[src/rtl/led_share_sched.sv]
// led_share_sched: time-slices the four board status LEDs among NUM_REQ agents.
// Requesters are granted in round-robin order for DWELL_CYCLES each, with
// GAP_CYCLES of blank LEDs between different owners. With no requester the
// LEDs show a heartbeat taken from the top four bits of a free-running counter.
//
// Ports:
//   clk25   - system clock (25 MHz)
//   rst     - synchronous reset, active-high
//   req     - per-agent level-sensitive LED request
//   pattern - per-agent 4-bit LED pattern, agent i at [4i+3:4i], sampled live
//   blink   - per-agent blink enable (gates the pattern with cntr[BLINK_BIT])
//   grant   - one-hot current owner, registered
//   busy    - high whenever the scheduler is not idle
//   leds    - LED drive, registered
module led_share_sched #(
    parameter int NUM_REQ      = 4,
    parameter int DWELL_CYCLES = 25000000,
    parameter int GAP_CYCLES   = 2500000,
    parameter int CNTR_W       = 25,
    parameter int BLINK_BIT    = 22
) (
    input  logic                 clk25,
    input  logic                 rst,
    input  logic [NUM_REQ-1:0]   req,
    input  logic [4*NUM_REQ-1:0] pattern,
    input  logic [NUM_REQ-1:0]   blink,
    output logic [NUM_REQ-1:0]   grant,
    output logic                 busy,
    output logic [3:0]           leds
);

    localparam int IDX_W = $clog2(NUM_REQ);
    localparam logic [31:0] DWELL_LAST = 32'(DWELL_CYCLES - 1);
    localparam logic [31:0] GAP_LAST   = (GAP_CYCLES > 0) ? 32'(GAP_CYCLES - 1) : 32'd0;

    typedef enum logic [1:0] {
        ST_IDLE = 2'd0,
        ST_SHOW = 2'd1,
        ST_GAP  = 2'd2
    } state_t;

    state_t               state_r, state_nx_s;
    logic [NUM_REQ-1:0]   grant_r, grant_nx_s;
    logic [3:0]           leds_r, leds_nx_s;
    logic [CNTR_W-1:0]    cntr_r;
    logic [31:0]          slot_cnt_r, slot_cnt_nx_s;
    logic [IDX_W-1:0]     last_owner_r, last_owner_nx_s;

    logic [IDX_W-1:0]     winner_s;
    logic [3:0]           owner_pat_s;
    logic                 owner_blink_s;
    logic                 owner_req_s;
    logic                 other_req_s;
    state_t               ho_state_s;
    logic [NUM_REQ-1:0]   ho_grant_s;
    logic [IDX_W-1:0]     ho_last_s;
    logic                 leave_s;

    function automatic logic [NUM_REQ-1:0] onehot_f(input logic [IDX_W-1:0] idx);
        return {{(NUM_REQ-1){1'b0}}, 1'b1} << idx;
    endfunction

    // Round-robin winner: scan downward so the nearest requester after last_owner wins.
    always_comb begin
        logic [IDX_W-1:0] cand_v;
        winner_s = last_owner_r;
        cand_v   = last_owner_r;
        for (int k = NUM_REQ; k >= 1; k--) begin
            cand_v = IDX_W'((int'(last_owner_r) + k) % NUM_REQ);
            if (req[cand_v]) begin
                winner_s = cand_v;
            end else begin
                winner_s = winner_s;
            end
        end
    end

    // Select the current owner's pattern, blink enable and request bit.
    always_comb begin
        owner_pat_s   = 4'd0;
        owner_blink_s = 1'b0;
        owner_req_s   = 1'b0;
        for (int i = 0; i < NUM_REQ; i++) begin
            if (IDX_W'(i) == last_owner_r) begin
                owner_pat_s   = pattern[4*i +: 4];
                owner_blink_s = blink[i];
                owner_req_s   = req[i];
            end else begin
                owner_pat_s = owner_pat_s;
            end
        end
    end

    assign other_req_s = |(req & ~onehot_f(last_owner_r));

    // Hand-off target used whenever ownership is re-arbitrated (IDLE, end of GAP, or zero-gap exit).
    always_comb begin
        if (|req) begin
            ho_state_s = ST_SHOW;
            ho_grant_s = onehot_f(winner_s);
            ho_last_s  = winner_s;
        end else begin
            ho_state_s = ST_IDLE;
            ho_grant_s = {NUM_REQ{1'b0}};
            ho_last_s  = last_owner_r;
        end
    end

    // Next-state, next-grant and next-LED logic.
    always_comb begin
        state_nx_s      = state_r;
        grant_nx_s      = grant_r;
        leds_nx_s       = leds_r;
        slot_cnt_nx_s   = slot_cnt_r;
        last_owner_nx_s = last_owner_r;
        leave_s         = 1'b0;
        case (state_r)
            ST_IDLE: begin
                leds_nx_s       = cntr_r[CNTR_W-1 -: 4];
                slot_cnt_nx_s   = 32'd0;
                state_nx_s      = ho_state_s;
                grant_nx_s      = ho_grant_s;
                last_owner_nx_s = ho_last_s;
            end
            ST_SHOW: begin
                leds_nx_s     = owner_pat_s & {4{~owner_blink_s | cntr_r[BLINK_BIT]}};
                slot_cnt_nx_s = slot_cnt_r + 32'd1;
                // A dropped owner request always wins over dwell expiry.
                if (!owner_req_s) begin
                    leave_s = 1'b1;
                end else if (slot_cnt_r == DWELL_LAST) begin
                    if (other_req_s) begin
                        leave_s = 1'b1;
                    end else begin
                        slot_cnt_nx_s = 32'd0;
                    end
                end else begin
                    leave_s = 1'b0;
                end
                if (leave_s) begin
                    slot_cnt_nx_s = 32'd0;
                    if (GAP_CYCLES == 0) begin
                        state_nx_s      = ho_state_s;
                        grant_nx_s      = ho_grant_s;
                        last_owner_nx_s = ho_last_s;
                    end else begin
                        state_nx_s = ST_GAP;
                        grant_nx_s = {NUM_REQ{1'b0}};
                    end
                end else begin
                    state_nx_s = ST_SHOW;
                end
            end
            ST_GAP: begin
                grant_nx_s    = {NUM_REQ{1'b0}};
                leds_nx_s     = 4'd0;
                slot_cnt_nx_s = slot_cnt_r + 32'd1;
                if (slot_cnt_r == GAP_LAST) begin
                    slot_cnt_nx_s   = 32'd0;
                    state_nx_s      = ho_state_s;
                    grant_nx_s      = ho_grant_s;
                    last_owner_nx_s = ho_last_s;
                end else begin
                    state_nx_s = ST_GAP;
                end
            end
            default: begin
                state_nx_s    = ST_IDLE;
                grant_nx_s    = {NUM_REQ{1'b0}};
                leds_nx_s     = 4'd0;
                slot_cnt_nx_s = 32'd0;
            end
        endcase
    end

    // State, grant, LED and counter registers; reset overrides everything.
    always_ff @(posedge clk25) begin
        if (rst) begin
            state_r      <= ST_IDLE;
            grant_r      <= {NUM_REQ{1'b0}};
            leds_r       <= 4'd0;
            cntr_r       <= {CNTR_W{1'b0}};
            slot_cnt_r   <= 32'd0;
            last_owner_r <= IDX_W'(NUM_REQ - 1);
        end else begin
            state_r      <= state_nx_s;
            grant_r      <= grant_nx_s;
            leds_r       <= leds_nx_s;
            cntr_r       <= cntr_r + {{(CNTR_W-1){1'b0}}, 1'b1};
            slot_cnt_r   <= slot_cnt_nx_s;
            last_owner_r <= last_owner_nx_s;
        end
    end

    assign grant = grant_r;
    assign leds  = leds_r;
    assign busy  = (state_r != ST_IDLE);

endmodule

[config.mk]
export PLATFORM = sky130hd
export DESIGN_NAME = led_share_sched
export DESIGN_NICKNAME = d
export VERILOG_FILES = /design/src/rtl/led_share_sched.sv
export SDC_FILE = /design/constraint.sdc
export NUM_CORES = 1
export LEC_CHECK = 0
export BUFFER_PORTS_ARGS = -buffer_cell sky130_fd_sc_hd__buf_2
export CAP_MARGIN = 10
export CORE_UTILIZATION = 30
export CTS_BUF_LIST = sky130_fd_sc_hd__clkbuf_8
export DETAILED_ROUTE_END_ITERATION = 8
export PLACE_DENSITY = 0.53
export SETUP_SLACK_MARGIN = 0.02
export SKIP_CTS_REPAIR_TIMING = 1
export SLEW_MARGIN = 20
export SYNTH_ARGS = -nofsm -noshare
export SYNTH_HDL_FRONTEND = slang
export SYNTH_SLANG_ARGS = --single-unit
[constraint.sdc]
create_clock -name clk25 -period 6.1 [get_ports clk25]
set_clock_uncertainty 0.15 [all_clocks]
set_input_delay 0 -clock clk25 [delete_from_list [all_inputs] [get_ports clk25]]
set_output_delay 0 -clock clk25 [all_outputs]
set_load 0.05 [all_outputs]
==> results of run 1 <==
[cell usage after synthesis, types with 2 or more instances]
| library cell | number |
|---|---|
| nand3_1 | 18 |
| and2_1 | 2 |
| a211oi_2 | 4 |
| dfxtp_1 | 69 |
| nor3_1 | 10 |
| nand4_2 | 2 |
| o31a_1 | 2 |
| nand2b_1 | 9 |
| xor2_1 | 31 |
| xnor2_1 | 9 |
| ha_1 | 10 |
| nand4b_1 | 2 |
| nor3b_1 | 3 |
| or3_1 | 8 |
| nor2b_1 | 13 |
| and4_1 | 6 |
| or4_1 | 4 |
| o22ai_1 | 3 |
| nand2_1 | 32 |
| a21oi_1 | 18 |
| a31o_2 | 3 |
| inv_1 | 9 |
| and3_1 | 6 |
| a32o_1 | 3 |
| nor3_2 | 28 |
| nand4_1 | 14 |
| clkbuf_1 | 17 |
| mux2i_1 | 4 |
| a221oi_1 | 5 |
| buf_8 | 3 |
| nor4_1 | 4 |
| nor2_1 | 32 |
| o31ai_1 | 2 |
| o21ai_0 | 17 |
| nor4_4 | 2 |
[power by group through the flow]
stage               Clock, mW  Combinational, mW  Sequential [mW]
finish                  0.395              0.489            0.499
global placement            0              0.485            0.508
global route            0.428              0.537            0.503
detailed placement          0              0.488            0.510
floorplan                   0              0.388            0.533
CTS                     0.408              0.490            0.499
[per-layer routing]
layer | GRT usage | vias up | share of wire
met4 | 0.0649 | 0 | 0.018
met5 | 0 | - | 0
li1 | - | 1610 | -
met3 | 0.0332 | 10 | 0.038
met1 | 0.163 | 1497 | 0.48
met2 | 0.208 | 62 | 0.46
[final timing paths]
kind              depth (start not counted)       endpoint  slack [ps]             from
setup / recovery                          8  slot_cnt_r[1]        3540  last_owner_r[0]
hold / removal                            5        leds[0]         -20       pattern[8]
setup reg to reg                          8  slot_cnt_r[1]        3540  last_owner_r[0]
hold reg to reg                           1      cntr_r[0]         330        cntr_r[0]
[cell families after synthesis]
kind of cell             count (synthesis)  synth area share
multiplexers                             6            0.0163
buffers and inverters                   30            0.0381
flip-flops                              69             0.359
AO/OA/AOI/OAI                           68             0.124
XOR/XNOR                                40            0.0912
adder cells (fa/ha/maj)                 10            0.0326
AND/OR/NAND/NOR                        205             0.338
[cell type report]
class,count,share of cell area
clock buffer,9,0.0284
clock inverter,7,0.0189
inverter,9,0.00774
multi-input combinational,329,0.531
sequential,69,0.316
tap,168,0.0481
timing repair buffer,39,0.0499
[critical path: stages, from the launching register on]
cell     delay (ps)
dfxtp_1         520
inv_1           150
ha_1            360
a21oi_1         160
a221o_1         210
nand2_1         110
a22oi_4         120
buf_4           480
nor3b_1         110
[stage by stage]
stage / utilization / worst slack (ps)
after global routing: 0.356 / 3390
after detailed placement: 0.336 / 3570
after floorplan: - / 3880
after global placement: 0.336 / 3640
final: 0.356 / 3540
after CTS: 0.353 / 3550
[sequential cells by signal, indices dropped and copies added (netlist names)]
| name | flops |
|---|---|
| last_owner_r | 2 |
| leds | 4 |
| slot_cnt_r | 32 |
| state_r | 2 |
| grant | 4 |
| cntr_r | 25 |
==> impl_results.md, run 1 <==
- Outcome: complete, but fails checks
- Failing checks: negative hold slack
- Synth cell types: 59
- P per Cell Area: between 300 and 400 mW/mm^2
- Worst path arrival time: between 2000 and 3000 ps
- Critical path type: reg -> reg
- Clock transition at the registers of the reported paths: ~70 ps
- FF+latch count, synth: between 60 and 70
- Slew margin rel.: 0.323
- Syn Inst Count: about 430
- Area of the multi-input gates: ~0.0023 mm^2
- CP required: between 6000 and 7000 ps
- Total clock sinks: just under 70
- Non-Filler Instances: 630
- Clock Power Share: 0.286
- Dpl cell area: between 0.004 and 0.005 mm^2
- First-pass GRT wire length: around 14000 um
- Avg WL per Cell: 12.9 um
- Fraction of layout cells with a size suffix above 1: 0.208
- RSZ-0062 raised after global routing: no
- Worst skew pair latency: 350 ps
- Slew Limit Fails: 0
- Tcrit/Tclk final: 0.419
- CTS buffer count: 9
- FFs w/ async S/R, synth: 0
- Post-Syn Area: between 0.003 and 0.004 mm^2
- DRT Pass-1 Iters: 4
- Yosys top cell area share: 0.359
- Number of synthesized flops with an enable pin: 0
- Post-synth top area cell: dfxtp_1
- Final ANT Viol Nets: 0
- Crit end category: flip-flop
- Initial DRC count: about 200
- Seq/Total Area, Yosys: 0.359
- Number of cell rows: 40
- Placed insts: between 600 and 700
- Tmin final: 2560 ps
- Core Region: about 0.012 mm^2
- Most common cell after layout, fill and taps aside: dfxtp_1
- Pleak: approximately 1.5 nW
- Pint: roughly 0.86 mW
- Setup TNS Final: 0 ps
- Die W: 115 um
- H-tree depth: 3
- FF/Latch Area: ~0.0014 mm^2
- Initial antenna violation count: 0
- Syn_nets: around 460
- Finished Cell Area: about 0.0044 mm^2
- Final setup viols: 0
- Maximum fanout along the worst path: 32
- Mean Syn Cell Area: around 9.0 um^2
- Final hold slack: -20.6 ps
- WL final: between 8000 and 9000 um
- ANT cells: 0
- Largest net degree at the start of global routing: 47
- Root Buffer: clkbuf_8
- Gpl congestion: approximately 0.75
- Area contributors post-synth: dfxtp_1 36%, nor3_2 7.3%, xor2_1 7.1%
- Switch Pwr: 0.525 mW
- Fmax: approximately 0.39 GHz
- Hold Path Class: in -> reg
- Seq pwr share: 0.361
- Logic gate share of total power: 0.354
- Nets: just under 500
- Total power: 1.38 mW
- Endpoints failing hold: 1
- VDD IR max: about 0.00014 V
- Sw frac: 0.380
- Worst-margin pin slew: between 1000 and 1500 ps
- Die height: about 120 um
- Initial Utilization: 0.313
- Critical path launch point type: flip-flop
- DRC viols: 0
- Avg Vias per Cell: between 5 and 6
- Gr ovfl total: 0
- Max clock buf depth: 2
- Ys Warns: 0
- Number of max-cap violations: 0
- Fillers: about 1200
- Total number of vias: 3179
- Most used DFF post-synth: dfxtp_1
- CTS tree: done
- DP HPWL: between 5000 and 6000 um
- # IOs: 35
- Area growth syn-to-layout: 13.6%
- Die area: about 0.013 mm^2
- GRT Resource Usage Total: 0.130
- Port Buffers: 34
- Most frequent cells in the layout: 69 x dfxtp_1, 34 x buf_2, 32 x nand2_1, 32 x nor2_1, 31 x xor2_1
- Vias in the first global route: ~3000
(Power assumes the default switching activity.)
==> inputs of run 2 (changes only) <==
- ABC_AREA: unset -> 1
- PLACE_DENSITY: 0.53 -> 0.54
- clock period: 6.1 -> 2.2 ns (I/O delays scaled with it)
==> run 2 against run 1 <==
Effect of this change: the run still ends with negative hold slack left; critical endpoint is now slot_cnt_r[17]; utilization increased by 1.3 points; sequential power increased to 2.8 times the previous value; hold slack got worse by 7.4 ps.
==> impl_results.md, run 2 <==
- CTS buffer count: 9 (unchanged)
- Post-Syn Area: 0.00397 mm^2 (+3.4%)
- Seq pwr share: 0.355 (-0.006)
- Fmax: 0.493 GHz (+26%)
- Core Region: 0.0128 mm^2 (+4.2%)
- Switch Pwr: 1.45 mW (+180%)
- RSZ-0062 raised after global routing: no
- Gr ovfl total: 0 (unchanged)
- P per Cell Area: 829 mW/mm^2 (+160%)
- Initial DRC count: 211 (+5.0%)
- CTS tree: done
- Area of the multi-input gates: 0.00228 mm^2 (-1.5%)
- Most frequent cells in the layout: 117 x nand2_1, 102 x nor2_1, 67 x dfxtp_1, 64 x inv_1, 34 x buf_2
- Number of max-cap violations: 0 (unchanged)
- Sw frac: 0.371 (-0.00862)
- Fin util: 0.369 (+0.0132)
- Worst-margin pin slew: 399 ps (-616 ps)
- Slew margin rel.: 0.734 (+0.410)
- Top flop regs: slot_cnt_r: 32 flops, cntr_r: 25 flops
- Failing checks: negative hold slack
- GRT Resource Usage Total: 0.146 (+0.0156)
- Final setup viols: 0 (unchanged)
- Critical path launch point type: flip-flop
- Final ANT Viol Nets: 0 (unchanged)
- Fraction of layout cells with a size suffix above 1: 0.167 (-0.0406)
- Clock Power Share: 0.303 (+0.017)
- Worst R2R Path Depth: 12 (+4)
- VDD IR max: 0.000644 V (+360%)
- Hold Path Stages: 5 (unchanged)
- Pint: 2.46 mW (+190%)
- Logic gate share of total power: 0.342 (-0.012)
- Worst path arrival time: 2160 ps (-430 ps)
- Post-synth top area cell: dfxtp_1
- Avg Vias per Cell: 4.59 (-9.1%)
- Final hold slack: -28.0 ps (-7.44 ps)
- Number of cell rows: 41 (+2.5%)
- Area contributors post-synth: dfxtp_1 35%, nand2_1 11%, nor2_1 9.6%
- Endpoints failing hold: 2 (+1)
- DP HPWL: 6990 um (+24%)
- Initial antenna violation count: 0 (unchanged)
- Most common cell after layout, fill and taps aside: nand2_1
- First-pass GRT wire length: 15800 um (+15%)
- Area growth syn-to-layout: 18.8%
- Die area: 0.0137 mm^2 (+3.3%)
- Synth cell types: 43 (-27%)
- H-tree depth: 3 (unchanged)
- Number of flip-flops in the largest register: 32 (unchanged)
- Largest net degree at the start of global routing: 33 (-30%)
- Crit end category: flip-flop
- ANT cells: 0 (unchanged)
- Clock transition at the registers of the reported paths: 80 ps (about the same)
- Tmin final: 2030 ps (-527 ps)
- FFs w/ async S/R, synth: 0 (unchanged)
- Total power: 3.91 mW (+180%)
- Seq/Total Area, Yosys: 0.348 (-0.0117)
- Syn_nets: 604 (+30%)
- Port Buffers: 34 (unchanged)
- Hold Path Class: in -> reg
- FF+latch count, synth: 69 (unchanged)
- Syn Inst Count: 568 (+33%)
- Most used DFF post-synth: dfxtp_1
- Die W: 117 um (+1.6%)
- Pleak: 1.90 nW (+24%)
- FF-to-FF End: slot_cnt_r[17]
- FF/Latch Area: 0.00138 mm^2 (+0.18%)
- Maximum fanout along the worst path: 16 (-50%)
- Outcome: complete, but fails checks
- # IOs: 35 (unchanged)
- Ys Warns: 0 (unchanged)
- CP required: 2330 ps (-3800 ps)
- Largest reg by FF count: slot_cnt_r
- Most frequent cell after synthesis: nand2_1
- Yosys top cell area share: 0.348 (-0.0117)
- Max clock buf depth: 2 (unchanged)
- Tcrit/Tclk final: 0.922 (+0.503)
- Number of synthesized flops with an enable pin: 0 (unchanged)
- Nets: 653 (+32%)
- Root Buffer: clkbuf_8
- Mean Syn Cell Area: 6.99 um^2 (-22%)
- Vias in the first global route: 3389 (+15%)
- Setup TNS Final: 0 ps (unchanged)
- DRC viols: 0 (unchanged)
- Gpl congestion: 0.844 (+12%)
- Worst skew pair latency: 350 ps (about the same)
- Post-synth top cells: 118 x nand2_1, 102 x nor2_1, 69 x dfxtp_1
- Slew Limit Fails: 0 (unchanged)
- Critical path type: reg -> reg
- R2r setup slk: 170 ps (-3370 ps)
- Total number of vias: 3642 (+15%)
- Initial Utilization: 0.311 (-0.00247)
- Reg2reg start: last_owner_r[1]
- Total clock sinks: 69 (unchanged)
- DRT Pass-1 Iters: 5 (+1)
- Non-Filler Instances: 794 (+26%)
- Fillers: 1360 (+9.7%)
- Hold Crit Endpoint: leds[0]
- Die height: 117 um (+1.6%)
- Avg WL per Cell: 11.8 um (-9.1%)
- Placed insts: 768 (+26%)
- WL final: 9330 um (+15%)
- Hold Crit Start: pattern[8]
[run 2: changes by cell type after synthesis, moves of 9 or more]
cell | previous run | this run
o21ai_0 | 17 | 8
nand2b_1 | 9 | 0
nor3_2 | 28 | 0
nor2_1 | 32 | 102
a21oi_1 | 18 | 31
inv_1 | 9 | 64
nor2b_1 | 13 | 0
nor2_2 | 0 | 11
nand2_1 | 32 | 118
clkbuf_1 | 17 | 3
[run 2: final cells by class]
type                            instances  area share
Tap cell                              172      0.0456
Clock inverter                          6      0.0202
Multi-Input combinational cell        418       0.484
Sequential cell                        69       0.293
Inverter                               69      0.0549
Clock buffer                           10      0.0292
Timing Repair Buffer                   50      0.0727
[run 2: power groups by stage]
stage	registers, mW	logic, mW	clock network [mW]
floorplan	1.51	0.868	0
global placement	1.41	1.28	0
detailed placement	1.41	1.28	0
CTS	1.38	1.29	1.23
global route	1.40	1.51	1.28
finish	1.39	1.34	1.19
[run 2: how the worst max path moves through the flow]
stage / start / end / slack, ps / depth (start not counted)
final: last_owner_r[1] / slot_cnt_r[17] / 170 / 12
after global routing: last_owner_r[0] / slot_cnt_r[27] / 30 / 11
after CTS: last_owner_r[1] / slot_cnt_r[27] / 90 / 12
after detailed placement: last_owner_r[1] / slot_cnt_r[24] / 130 / 12
after global placement: last_owner_r[1] / slot_cnt_r[31] / 120 / 12
after floorplan: last_owner_r[0] / grant[1] / 330 / 11
[run 2: stage by stage]
step / area (um^2) / setup slack [ps]
CTS: 4580 / 88.9
finish: 4720 / 171
floorplan: 3970 / 333
global placement: 4350 / 118
global route: 4720 / 27.7
detailed placement: 4350 / 128
[run 2: worst max-delay path: stages, from the launching register on]
cell       delay, ps
dfxtp_2          390
inv_1             90
ha_1             230
inv_2            130
nand3_1           90
nand2_1           70
nand2_1           60
o21ai_2          110
nand3_1          110
nand2_1           90
nand3_2          130
clkbuf_16        230
nor2_1            90
[run 2: cells by family (layout without fill, tap and decap cells)]
kind of cell | Yosys count | after routing | share of synthesized area
simple gates | 314 | 314 | 0.375
buf+inv | 81 | 135 | 0.0813
flops | 69 | 69 | 0.348
compound gates | 58 | 58 | 0.0851
xor+xnor | 36 | 36 | 0.0794
fa+ha+maj | 10 | 10 | 0.0315
[run 2: layer usage]
| layer | vias up | routed length [um] | track usage | share of wire |
|---|---|---|---|---|
| met5 | - | 0 | 0 | 0 |
| met4 | 0 | 116 | 0.0414 | 0.012 |
| met3 | 12 | 300 | 0.0391 | 0.032 |
| met2 | 48 | 4240 | 0.233 | 0.45 |
| met1 | 1675 | 4670 | 0.194 | 0.50 |
| li1 | 1907 | - | - | - |
==> inputs of run 3 (changes only) <==
- CELL_PAD_IN_SITES_DETAIL_PLACEMENT: unset -> 0
- CELL_PAD_IN_SITES_GLOBAL_PLACEMENT: unset -> 2
- CORE_UTILIZATION: 30 -> 32
- PLACE_DENSITY: 0.54 -> 0.86
- clock period: 2.2 -> 1.85 ns (I/O delays scaled with it)
==> run 3 against run 2 <==
Effect of this change: the flow finishes with violations (negative hold slack, negative setup slack); critical endpoint is now slot_cnt_r[6]; hold slack gained 1.1 ps; cell count grew 4.7%; flip-flop and latch count is the same; utilization grew 9.0 points; via count grew 5.8%; routed wire length grew 14%; global-route usage grew 1.5 points; combinational power grew 69%; die area shrank 6.1%; worst setup slack lost 230 ps; register-to-register slack lost 230 ps.
==> impl_results.md, run 3 (synthesis gave the netlist of run 2 again) <==
- Placed insts: 793 (+3.3%)
- Gpl congestion: 0.772 (-8.5%)
- Final WS setup: -55.8 ps (-227 ps)
- Finished Cell Area: 0.00554 mm^2 (+17%)
- Crit path launch: last_owner_r[0]
- VDD IR max: 0.000935 V (+45%)
- Largest reg by FF count: slot_cnt_r
- Critical path launch point type: flip-flop
- Hold Path Class: in -> reg
- Number of cell rows: 40 (-2.4%)
- Core Region: 0.0121 mm^2 (-5.6%)
- Most common cell after layout, fill and taps aside: nand2_1
- First-pass GRT wire length: 16300 um (+3.8%)
- Failing checks: negative hold slack, negative setup slack
- DP HPWL: 7410 um (+6.0%)
- Uppermost layer routed: met4
- GRT Resource Usage Total: 0.161 (+0.0151)
- M1 wire length: 4860 um (+4.1%)
- Endpoints failing hold: 3 (+1)
- DR WL met3: 270 um (-10%)
- Final hold slack: -26.9 ps (+1.09 ps)
- Root Buffer: clkbuf_8
- Vias in the first global route: 3573 (+5.4%)
- CTS tree: done
- Largest net degree at the start of global routing: 28 (-15%)
- RSZ-0062 raised after global routing: yes
- Pleak: 2.17 nW (+14%)
- Maximum fanout along the worst path: 6 (-10)
- Gr ovfl total: 0 (unchanged)
- Fraction of layout cells with a size suffix above 1: 0.379 (+0.211)
- Port Buffers: 34 (unchanged)
- Die area: 0.0129 mm^2 (-6.1%)
- Worst-margin pin slew: 492 ps (+92.5 ps)
- DR WL met2: 5380 um (+27%)
- Slew Limit Fails: 0 (unchanged)
- # IOs: 35 (unchanged)
- Final setup viols: 27 (+27)
- Worst skew pair latency: 370 ps (+20 ps)
- Initial DRC count: 161 (-24%)
- Area growth syn-to-layout: 39.4%
- Tcrit/Tclk final: 1.03 (+0.108)
- Most frequent cells in the layout: 102 x nand2_1, 67 x nor2_1, 56 x inv_1, 49 x dfxtp_1, 39 x buf_4
- Total number of vias: 3852 (+5.8%)
- Critical path type: reg -> reg
- ANT cells: 0 (unchanged)
- Clock transition at the registers of the reported paths: 80 ps (about the same)
- Number of flip-flops in the largest register: 32 (unchanged)
- Die height: 113 um (-3.1%)
- CP required: 2000 ps (-330 ps)
- Tmin final: 1910 ps (-123 ps)
- Outcome: complete, but fails checks
- Non-Filler Instances: 831 (+4.7%)
- Nets: 694 (+6.3%)
- Top flop regs: slot_cnt_r: 32 flops, cntr_r: 25 flops
- DRT Pass-1 Iters: 4 (-1)
- Avg WL per Cell: 12.9 um (+9.4%)
- Fmax: 0.525 GHz (+6.5%)
- WL final: 10700 um (+14%)
- Hold Crit Start: pattern[5]
- Crit end category: flip-flop
- Avg Vias per Cell: 4.64 (+1.1%)
- Dpl cell area: 0.00458 mm^2 (+5.2%)
- Reg2reg start: last_owner_r[0]
- Total clock sinks: 69 (unchanged)
- Number of max-cap violations: 0 (unchanged)
- Initial antenna violation count: 0 (unchanged)
- DRC viols: 0 (unchanged)
- Final ANT Viol Nets: 0 (unchanged)
- Slew margin rel.: 0.669 (-0.0644)
- Max clock buf depth: 2 (unchanged)
- P per Cell Area: 917 mW/mm^2 (+11%)
- Initial Utilization: 0.329 (+0.0184)
- Die W: 113 um (-3.1%)
- Worst path arrival time: 2050 ps (-110 ps)
- CTS buffer count: 9 (unchanged)
- H-tree depth: 3 (unchanged)
[run 3: worst paths after layout]
kind | endpoint | slack, ps | depth (start not counted)
hold reg to reg | cntr_r[0] | 290 | 1
hold / removal | leds[1] | -30 | 5
setup reg to reg | slot_cnt_r[6] | -60 | 12
setup / recovery | slot_cnt_r[6] | -60 | 12
[run 3: worst max-delay path, stage by stage (launching register included)]
cell and delay, ps:
dfxtp_4 370, buf_6 130, ha_4 150, inv_2 70, nand3_2 70, nand2_2 70
nand2_2 60, o21ai_4 90, nand3_2 90, nand2_2 100, nand3_4 170, clkbuf_16 230
nor2_1 90
[run 3: metrics by stage]
step           hold WS (ps)  worst slack, ps   util  power (mW)  setup TNS, ps
2_1_floorplan          75.5             18.2      -        2.86              0
3_3_place_gp            206            -32.7  0.379        3.29          -51.7
3_5_place_dp            214            -26.7  0.379        3.30          -93.7
4_1_cts                -172            -54.1  0.394        4.47           -349
5_1_grt                2.62             -116  0.459        5.41          -3000
6_report              -26.9            -55.8  0.459        5.08           -507
[run 3: cell type report]
| type | instances | area (um^2) |
|---|---|---|
| clock buffers | 9 | 124 |
| clock inverters | 7 | 51.3 |
| fillers | 1237 | 6530 |
| inverters | 69 | 267 |
| multi-input cells | 418 | 2740 |
| flip-flops and latches | 69 | 1420 |
| well taps | 168 | 210 |
| repair buffers | 91 | 719 |
[run 3: per-layer routing]
layer / track usage / up-vias
met3: 0.0404 / 18
met1: 0.194 / 1796
met5: 0 / -
met4: 0.0649 / 0
met2: 0.274 / 41
li1: - / 1997
[run 3: where the power goes]
part           internal [mW]  total (mW)  leakage, nW  switching [mW]
Clock                  0.488        1.16       0.0793           0.673
Combinational          0.872        2.26         1.52            1.39
Sequential              1.58        1.65        0.568          0.0736
